### config.mk
export PLATFORM = sky130hd
export DESIGN_NAME = nmi_demux_bus
export DESIGN_NICKNAME = d
export VERILOG_FILES = /design/src/rtl/nmi_demux_bus.sv
export SDC_FILE = /design/constraint.sdc
export NUM_CORES = 1
export LEC_CHECK = 0
export BUFFER_PORTS_ARGS = -buffer_cell sky130_fd_sc_hd__buf_2
export CAP_MARGIN = 10
export CORE_AREA = 2 2 171 173
export DETAILED_ROUTE_END_ITERATION = 10
export DIE_AREA = 0 0 173 175
export GPL_ROUTABILITY_DRIVEN = 1
export GPL_TIMING_DRIVEN = 0
export HOLD_SLACK_MARGIN = 0.06
export PLACE_DENSITY = 0.49
export SYNTH_ARGS = -nofsm -noshare
export SYNTH_HDL_FRONTEND = slang
export SYNTH_SLANG_ARGS = --single-unit
export TNS_END_PERCENT = 30
### constraint.sdc
create_clock -name clk_i -period 3.7 [get_ports clk_i]
set_clock_uncertainty 0.15 [all_clocks]
set_input_delay 0.37 -clock clk_i [delete_from_list [all_inputs] [get_ports clk_i]]
set_output_delay 0.37 -clock clk_i [all_outputs]
set_load 0.02 [all_outputs]
### src/rtl/nmi_demux_bus.sv
// nmi_demux_bus: registered NMI address demultiplexer, one master to NUM_SLV slaves.
// One transaction in flight at a time. Request fields are latched on acceptance and
// broadcast to all slaves, with a one-hot valid. Responses go back through a register.
// Unmapped addresses get an error response carrying ERR_RDATA.
// Optional feature macro: NMI_DEMUX_TIMEOUT_EN. When it is defined, a BUSY-cycle watchdog
// ends a hung slave access with an error response after TIMEOUT_CYC cycles.
module nmi_demux_bus #(
   parameter int                        NUM_SLV     = 8,
   parameter int                        ADDR_W      = 32,
   parameter int                        DATA_W      = 32,
   parameter logic [NUM_SLV*ADDR_W-1:0] SLV_BASE    = {NUM_SLV{32'h0}},
   parameter logic [NUM_SLV*ADDR_W-1:0] SLV_MASK    = {NUM_SLV{32'hFF00_0000}},
   parameter int                        TIMEOUT_CYC = 256,
   parameter logic [DATA_W-1:0]         ERR_RDATA   = 32'hDEAD_BEEF
) (
   input  logic                      clk_i,
   input  logic                      rst_i,
   // master side
   input  logic                      mst_valid_i,
   input  logic [ADDR_W-1:0]         mst_addr_i,
   input  logic [DATA_W-1:0]         mst_wdata_i,
   input  logic [DATA_W/8-1:0]       mst_wstrb_i,
   output logic [DATA_W-1:0]         mst_rdata_o,
   output logic                      mst_ready_o,
   output logic                      mst_err_o,
   // slave side
   output logic [NUM_SLV-1:0]        slv_valid_o,
   output logic [ADDR_W-1:0]         slv_addr_o,
   output logic [DATA_W-1:0]         slv_wdata_o,
   output logic [DATA_W/8-1:0]       slv_wstrb_o,
   input  logic [NUM_SLV*DATA_W-1:0] slv_rdata_i,
   input  logic [NUM_SLV-1:0]        slv_ready_i
);

   localparam int STRB_W = DATA_W / 8;

   // Parameter sanity checks, evaluated at elaboration.
   if (NUM_SLV < 1 || NUM_SLV > 16) begin : g_bad_num_slv
      $error("nmi_demux_bus: NUM_SLV must be in 1..16");
   end
   if (DATA_W % 8 != 0) begin : g_bad_data_w
      $error("nmi_demux_bus: DATA_W must be a multiple of 8");
   end
   if (TIMEOUT_CYC < 2) begin : g_bad_timeout
      $error("nmi_demux_bus: TIMEOUT_CYC must be >= 2");
   end

   typedef enum logic [1:0] {
      S_IDLE,
      S_BUSY,
      S_RESP,
      S_ERR
   } state_t;

   state_t              state_q, state_d;
   logic [NUM_SLV-1:0]  match;      // raw per-slave address hits
   logic [NUM_SLV-1:0]  dec_sel;    // lowest-index hit, one-hot
   logic                dec_hit;
   logic [NUM_SLV-1:0]  sel_q;      // slave owning the current transaction
   logic [DATA_W-1:0]   rdata_q;    // response data register, held between pulses
   logic                err_q;      // error flag for a BUSY->RESP exit via watchdog
   logic                sel_ready;  // ready from the selected slave only
   logic [DATA_W-1:0]   sel_rdata;  // read data of the selected slave
   logic                timeout;    // watchdog expiry this cycle

   // Address comparators. Base and mask are constants, so each one is a masked equality.
   for (genvar g = 0; g < NUM_SLV; g++) begin : g_match
      localparam logic [ADDR_W-1:0] M = SLV_MASK[g*ADDR_W +: ADDR_W];
      localparam logic [ADDR_W-1:0] B = SLV_BASE[g*ADDR_W +: ADDR_W] & M;
      assign match[g] = ((mst_addr_i & M) == B);
   end

   // Overlapping entries resolve to the lowest index by isolating the lowest set bit.
   assign dec_sel = match & (~match + NUM_SLV'(1));
   assign dec_hit = |match;

   // Ready from any slave other than the selected one is masked off here.
   assign sel_ready = |(slv_ready_i & sel_q);

   // Read-data mux. It uses AND-OR selection over the one-hot sel_q.
   always_comb begin
      sel_rdata = '0;
      for (int i = 0; i < NUM_SLV; i++) begin
         sel_rdata = sel_rdata | (slv_rdata_i[i*DATA_W +: DATA_W] & {DATA_W{sel_q[i]}});
      end
   end

`ifdef NMI_DEMUX_TIMEOUT_EN
   localparam int CNT_W = $clog2(TIMEOUT_CYC);

   logic [CNT_W-1:0] cnt_q;

   // Expiry is checked on the cycle the counter reaches TIMEOUT_CYC-1.
   // So slave valid is high for exactly TIMEOUT_CYC cycles before the error.
   assign timeout = (state_q == S_BUSY) && !sel_ready && (cnt_q == CNT_W'(TIMEOUT_CYC - 1));

   // Watchdog counts BUSY cycles and clears whenever BUSY is left or not entered.
   always_ff @(posedge clk_i or posedge rst_i) begin
      if (rst_i) begin
         cnt_q <= '0;
      end else if (state_q == S_BUSY && !sel_ready && !timeout) begin
         cnt_q <= cnt_q + CNT_W'(1);
      end else begin
         cnt_q <= '0;
      end
   end
`else
   // Without the watchdog, BUSY waits for the selected slave indefinitely.
   assign timeout = 1'b0;
`endif

   // State register.
   always_ff @(posedge clk_i or posedge rst_i) begin
      if (rst_i) begin
         state_q <= S_IDLE;
      end else begin
         state_q <= state_d;
      end
   end

   // Next-state and outputs. Every output comes from registers only, so master
   // inputs and slv_ready_i have no combinational path to any output.
   always_comb begin
      state_d     = state_q;
      mst_ready_o = 1'b0;
      mst_err_o   = 1'b0;
      slv_valid_o = '0;
      case (state_q)
         S_IDLE: begin
            if (mst_valid_i) begin
               state_d = dec_hit ? S_BUSY : S_ERR;
            end
         end
         S_BUSY: begin
            slv_valid_o = sel_q;
            if (sel_ready || timeout) begin
               state_d = S_RESP;
            end
         end
         S_RESP: begin
            mst_ready_o = 1'b1;
            mst_err_o   = err_q;
            state_d     = S_IDLE;
         end
         S_ERR: begin
            mst_ready_o = 1'b1;
            mst_err_o   = 1'b1;
            state_d     = S_IDLE;
         end
         default: state_d = S_IDLE;
      endcase
   end

   // Request latch, slave select, response data and error flag.
   always_ff @(posedge clk_i or posedge rst_i) begin
      if (rst_i) begin
         slv_addr_o  <= '0;
         slv_wdata_o <= '0;
         slv_wstrb_o <= '0;
         sel_q       <= '0;
         rdata_q     <= '0;
         err_q       <= 1'b0;
      end else begin
         case (state_q)
            S_IDLE: begin
               if (mst_valid_i) begin
                  slv_addr_o  <= mst_addr_i;
                  slv_wdata_o <= mst_wdata_i;
                  slv_wstrb_o <= mst_wstrb_i;
                  sel_q       <= dec_sel;
                  err_q       <= 1'b0;
                  // The unmapped response goes out in the ERR cycle, so load its data now.
                  if (!dec_hit) begin
                     rdata_q <= ERR_RDATA;
                  end
               end
            end
            S_BUSY: begin
               // Ready has priority over an expiry on the same cycle.
               if (sel_ready) begin
                  rdata_q <= sel_rdata;
               end else if (timeout) begin
                  rdata_q <= ERR_RDATA;
                  err_q   <= 1'b1;
               end
            end
            S_RESP: begin
               err_q <= 1'b0;
            end
            default: begin
            end
         endcase
      end
   end

   assign mst_rdata_o = rdata_q;

   // STRB_W documents the strobe width; the ports use the expression directly.
   if (STRB_W < 1) begin : g_bad_strb
      $error("nmi_demux_bus: DATA_W too small");
   end

endmodule

; Word-level counts from Yosys, hierarchy flattened
; Index checks and enable logic that the tools add are counted.
[word_totals]
register_bits = 111
input_bits = 335
out_inout_bits = 110
[op_classes]
addsub = 1
eq_ne = 6
muxes = 13
bitwise_logic = 18
reduce_logical = 10
[ops]
columns = operator, count
row1 = bitwise AND 32 bit, 8
row2 = OR 32 bit, 7
row3 = 2-to-1 mux 32 bit, 3
row4 = case mux 32 bit (2 select lines), 1
row5 = logical NOT 32 bit, 1
row6 = bitwise AND 8 bit, 2
row7 = adder 8 x 1 -> 8 bit (second input constant), 1
row8 = 2-to-1 mux 8 bit, 1
row9 = inverter 8 bit, 1
row10 = OR reduction 8 bit, 1
row11 = 2-to-1 mux 2 bit, 3
row12 = != test 2 bit (second input constant), 3
row13 = case mux 2 bit (3 select lines), 1
row14 = AND reduction 2 bit, 3
row15 = equality test 2 bit (second input constant), 2
row16 = case mux 1 bit (2 select lines), 2
row17 = AND reduction 4 bit, 1
row18 = nonzero test 2 bit, 2
row19 = equality test 2 x 1 -> 1 bit (second input constant), 1
row20 = logical NOT 2 bit, 1
row21 = 2-to-1 mux 1 bit, 2
row22 = OR reduction 2 bit, 1

; Longest topological paths before layout
[depth]
depth_word = 10
mapped_depth = 5

; Worst setup path after synthesis
; OpenSTA, ideal clock, no wires.
[synth_timing]
path_type = register -> output
from = reg state_q[1]
to = out slv_valid_o[0]
t_arrival_ns = 1.279
setup_slack_ns = 1.901
path_stages_with_launch = 5
n_path_buf = 3
cell_sequence = dfrtp_1 -> buf_2 -> buf_2 -> buf_2 -> nor3_1
[synth_via]
elab_chain_len = 2
[synth_rtl]
columns = element, line_no
row1 = start: declaration, 55  ; state_t state_q, state_d;
row2 = start signal: assignment, 117  ; state_q <= state_d;
row3 = equality test 2 x 1 -> 1 bit, 128  ; case (state_q)
row4 = 2-to-1 mux 8 bit, 128
row5 = end: declaration, 27  ; output logic [NUM_SLV-1:0] slv_valid_o,
; Every way passes these cells.

; Worst setup path after layout
[layout_timing]
from = reg state_q[1]
to = out mst_err_o
[layout_via]
elab_chain_len = 2
word_cells_on_any_way = 3
[layout_rtl]
columns = element, line_no
row1 = equality test 2 bit, 128
row2 = case mux 1 bit (2 select lines) *, 128
row3 = end: declaration, 25  ; output logic mst_err_o,
; Every way passes the cells marked *; elsewhere a longest branch is shown, timed or not.

==> summary.md <==
| Metric | Value |
|---|---|
| Status | finished clean |
| Cell Rows | 62 |
| Met2 Resource Use GR | 0.1595 |
| Global routing's busiest layer | met2 |
| First-pass GRT wire length | 24180 um |
| Placer congestion estimate | 0.6626 |
| Mapped Area | 4395 um2 |
| Cells on worst reg2reg path | 5 |
| Max rail drop VDD | 0.0002253 V |
| WHS | 0.08558 ns |
| R2R Path End | slv_addr_o[26] |
| Drt total wl | 16730 um |
| Num ports | 445 |
| Die area | 30280 um2 |
| Vias/cell | 3.559 |
| GRT Util Overall | 0.1114 |
| Total number of vias | 3420 |
| GRT Residual Overflow | 0 |
| Largest family of logic cells by synthesized area | multiplexers |
| Reg2reg setup slack | 1.83 ns |
| Max_slew headroom | 0.4146 |
| Synth Register Bits | 103 |
| Final Util | 0.2218 |
| Met1 Usage GRT | 0.1383 |
| Fin. Hold Viols | 0 |
| Latest clock arrival within the worst-skew pair | 0.36 ns |
| Netlist cell types | 26 |
| CP endpoint kind | primary output |
| Slew Limit Fails | 0 |
| CORE AREA | 28390 um2 |
| Post-synthesis sequential area ratio | 0.5864 |
| Mean Syn Cell Area | 12.67 um2 |
| Post-Synth Adder-Cell Area | 0 |
| Die Ht | 175 um |
| Clock sink count | 103 |
| Initial antenna violation count | 2 |
| Worst setup SP type | flop |
| Placed cell area | 5962 um2 |
| CTS Buf Count | 9 |
| Maximum fanout along the worst path | 10 |
| Leakage | 3.070 nW |
| Design area | 6296 um2 |
| Wire per inst | 17.41 um |
| Clk pin slew, worst setup/hold paths | 0.08 ns |
| Initial Utilization | 0.1548 |
| YS warnings | 0 |
| Hold Startpoint | mst_addr_i[8] |
| Simple-gate area share of the yosys netlist | 0.05209 |
| WP data required | 3.18 ns |
| Worst slew pin tran | 0.8781 ns |
| # DRC | 0 |
| Synth Area in Compound Gates | 0.1025 |
| Layout cell share with drive strength beyond 1 | 0.5556 |
| Hold Path Sink | slv_addr_o[8] |
| PwrDens | 901.1 nW/um2 |
| Vias in the first global route | 3543 |
| F_max | 432.4 MHz |
| Synth Area in XOR/XNOR | 0 |
| Fillcell total | 3159 |
| # resized after CTS | 0 |
| Post-CTS setup buffers | 0 |
| Final #Nets | 907 |
| Max_cap viols | 0 |
| Largest net degree at the start of global routing | 56 |
| Power, Total | 5.674 mW |
| Port Buf Inserts | 206 |
| Multi-input logic area | 1515 um2 |
| Die Width | 173 um |
| DRT antenna net count | 0 |
| Worst flop-to-flop path startpoint | state_q[0] |
| Htree depth | 3 |
| Worst hold-check path type | input pin to flop |
| Hold Crit Depth | 2 |
| Hold-fix buffers, CTS | 1 |
| CTS tree | yes |
| Mux contribution to synthesized area | 0.1842 |
| Critical path arrival | 1.79 ns |
| WS Path Type | flop to primary output |
| Area growth syn-to-layout | 43.24% |
| Synth Instances | 347 |
| CTS root buf | clkbuf_16 |
| Unrepaired setup endpoints after global routing | false |
| M3 GR Usage | 0.06810 |
| Setup violators final | 0 |
| Clk buf depth | 2 |
| Register Area | 2577 um2 |
| Final period util | 0.6251 |
| First-pass DRT Iterations | 4 |
| Post-DP HPWL | 12930 um |
| Tmin final | 2.313 ns |
| First DRT Iteration DRCs | 185 |
-- Yosys cell counts, drive strengths merged --
master  number  share of area
dfrtp      103           0.59
mux2        68           0.18
inv         35          0.030
nor2        27          0.025
a21oi       24          0.027
a22o        24          0.048
buf         24          0.040
a22oi        8          0.014
nor2b        8          0.011
o21ai        8         0.0091
clkbuf       5         0.0043
nor3         2         0.0023
nor4         2         0.0057
a32o         1         0.0026
a32oi        1         0.0020
and2         1         0.0014
and3         1         0.0014
conb         1        0.00085
mux2i        1         0.0023
nand2        1        0.00085
nand2b       1         0.0031
nand3        1         0.0011
-- power breakdown --
| part | internal (mW) | switching (mW) |
|---|---|---|
| registers | 1.68 | 0.271 |
| clock network | 0.611 | 0.470 |
| logic | 0.998 | 1.64 |
-- worst max-delay path, cell delays in order (launching register included) --
cell	delay, ns
dfrtp_1	0.32
buf_2	0.21
buf_2	0.28
buf_2	0.30
and2_1	0.16
buf_2	0.16
-- per-layer routing --
metal | wire length [um] | up-vias
met3 | 2192 | 13
met4 | 205 | 2
met1 | 7373 | 1646
met2 | 6949 | 133
met5 | 12 | -
li1 | - | 1626
-- final cells by class --
| cell class | instances | area share |
|---|---|---|
| clock buffers | 10 | 0.03796 |
| flip-flops and latches | 103 | 0.4094 |
| plain buffers | 29 | 0.03080 |
| inverters | 35 | 0.02166 |
| clock inverters | 5 | 0.01312 |
| repair buffers | 208 | 0.1697 |
| well taps | 384 | 0.07631 |
| diodes | 1 | 0.0003975 |
| multi-input cells | 186 | 0.2407 |
-- how the worst max path moves through the flow --
stage | start | endpoint | cells past startpoint
after global placement | rst_i | mst_rdata_o[4] | 2
after CTS | state_q[1] | mst_err_o | 5
after detailed placement | mst_addr_i[29] | mst_rdata_o[24] | 4
final | state_q[1] | mst_err_o | 5
after floorplan | rst_i | mst_rdata_o[0] | 1
after global routing | state_q[1] | mst_err_o | 5
-- state kept, by name, summed over array words and instances (netlist names) --
register / flops
mst_rdata_o: 32
state_q: 2
slv_wstrb_o: 4
sel_q: 1
slv_addr_o: 32
slv_wdata_o: 32
-- cell usage in the layout, fill, tap and decap left out, types with 2 or more instances in the layout --
master	n
buf_2	214
clkbuf_1	5
a22oi_1	8
nor2b_1	8
conb_1	7
bufinv_16	2
dfrtp_1	103
nor3_1	2
buf_4	12
nor4_2	2
a22o_1	24
a21oi_1	24
buf_6	4
inv_1	34
mux2_2	59
nor2_1	26
clkbuf_16	9
clkinv_4	2
o21ai_0	8
mux2_4	9
-- cells by family (layout without fill, tap and decap cells) --
kind of cell           after synthesis  in the layout
buffers and inverters               64            287
AOI/OAI and AO/OA                   66             66
other                                1              8
and+or+nand+nor                     44             44
DFF                                103            103
muxes                               69             69
-- stage by stage --
| stage | setup TNS [ns] | cells | worst slack, ns |
|---|---|---|---|
| 6_report | 0 | 961 | 1.387 |
| 5_1_grt | 0 | 960 | 1.220 |
| 4_1_cts | 0 | 960 | 1.282 |
| 3_5_place_dp | 0 | 944 | 1.618 |
| 3_3_place_gp | -133.63 | 943 | -1.310 |
| 2_1_floorplan | 0 | 353 | 0.4762 |
(Power assumes the default switching activity.)
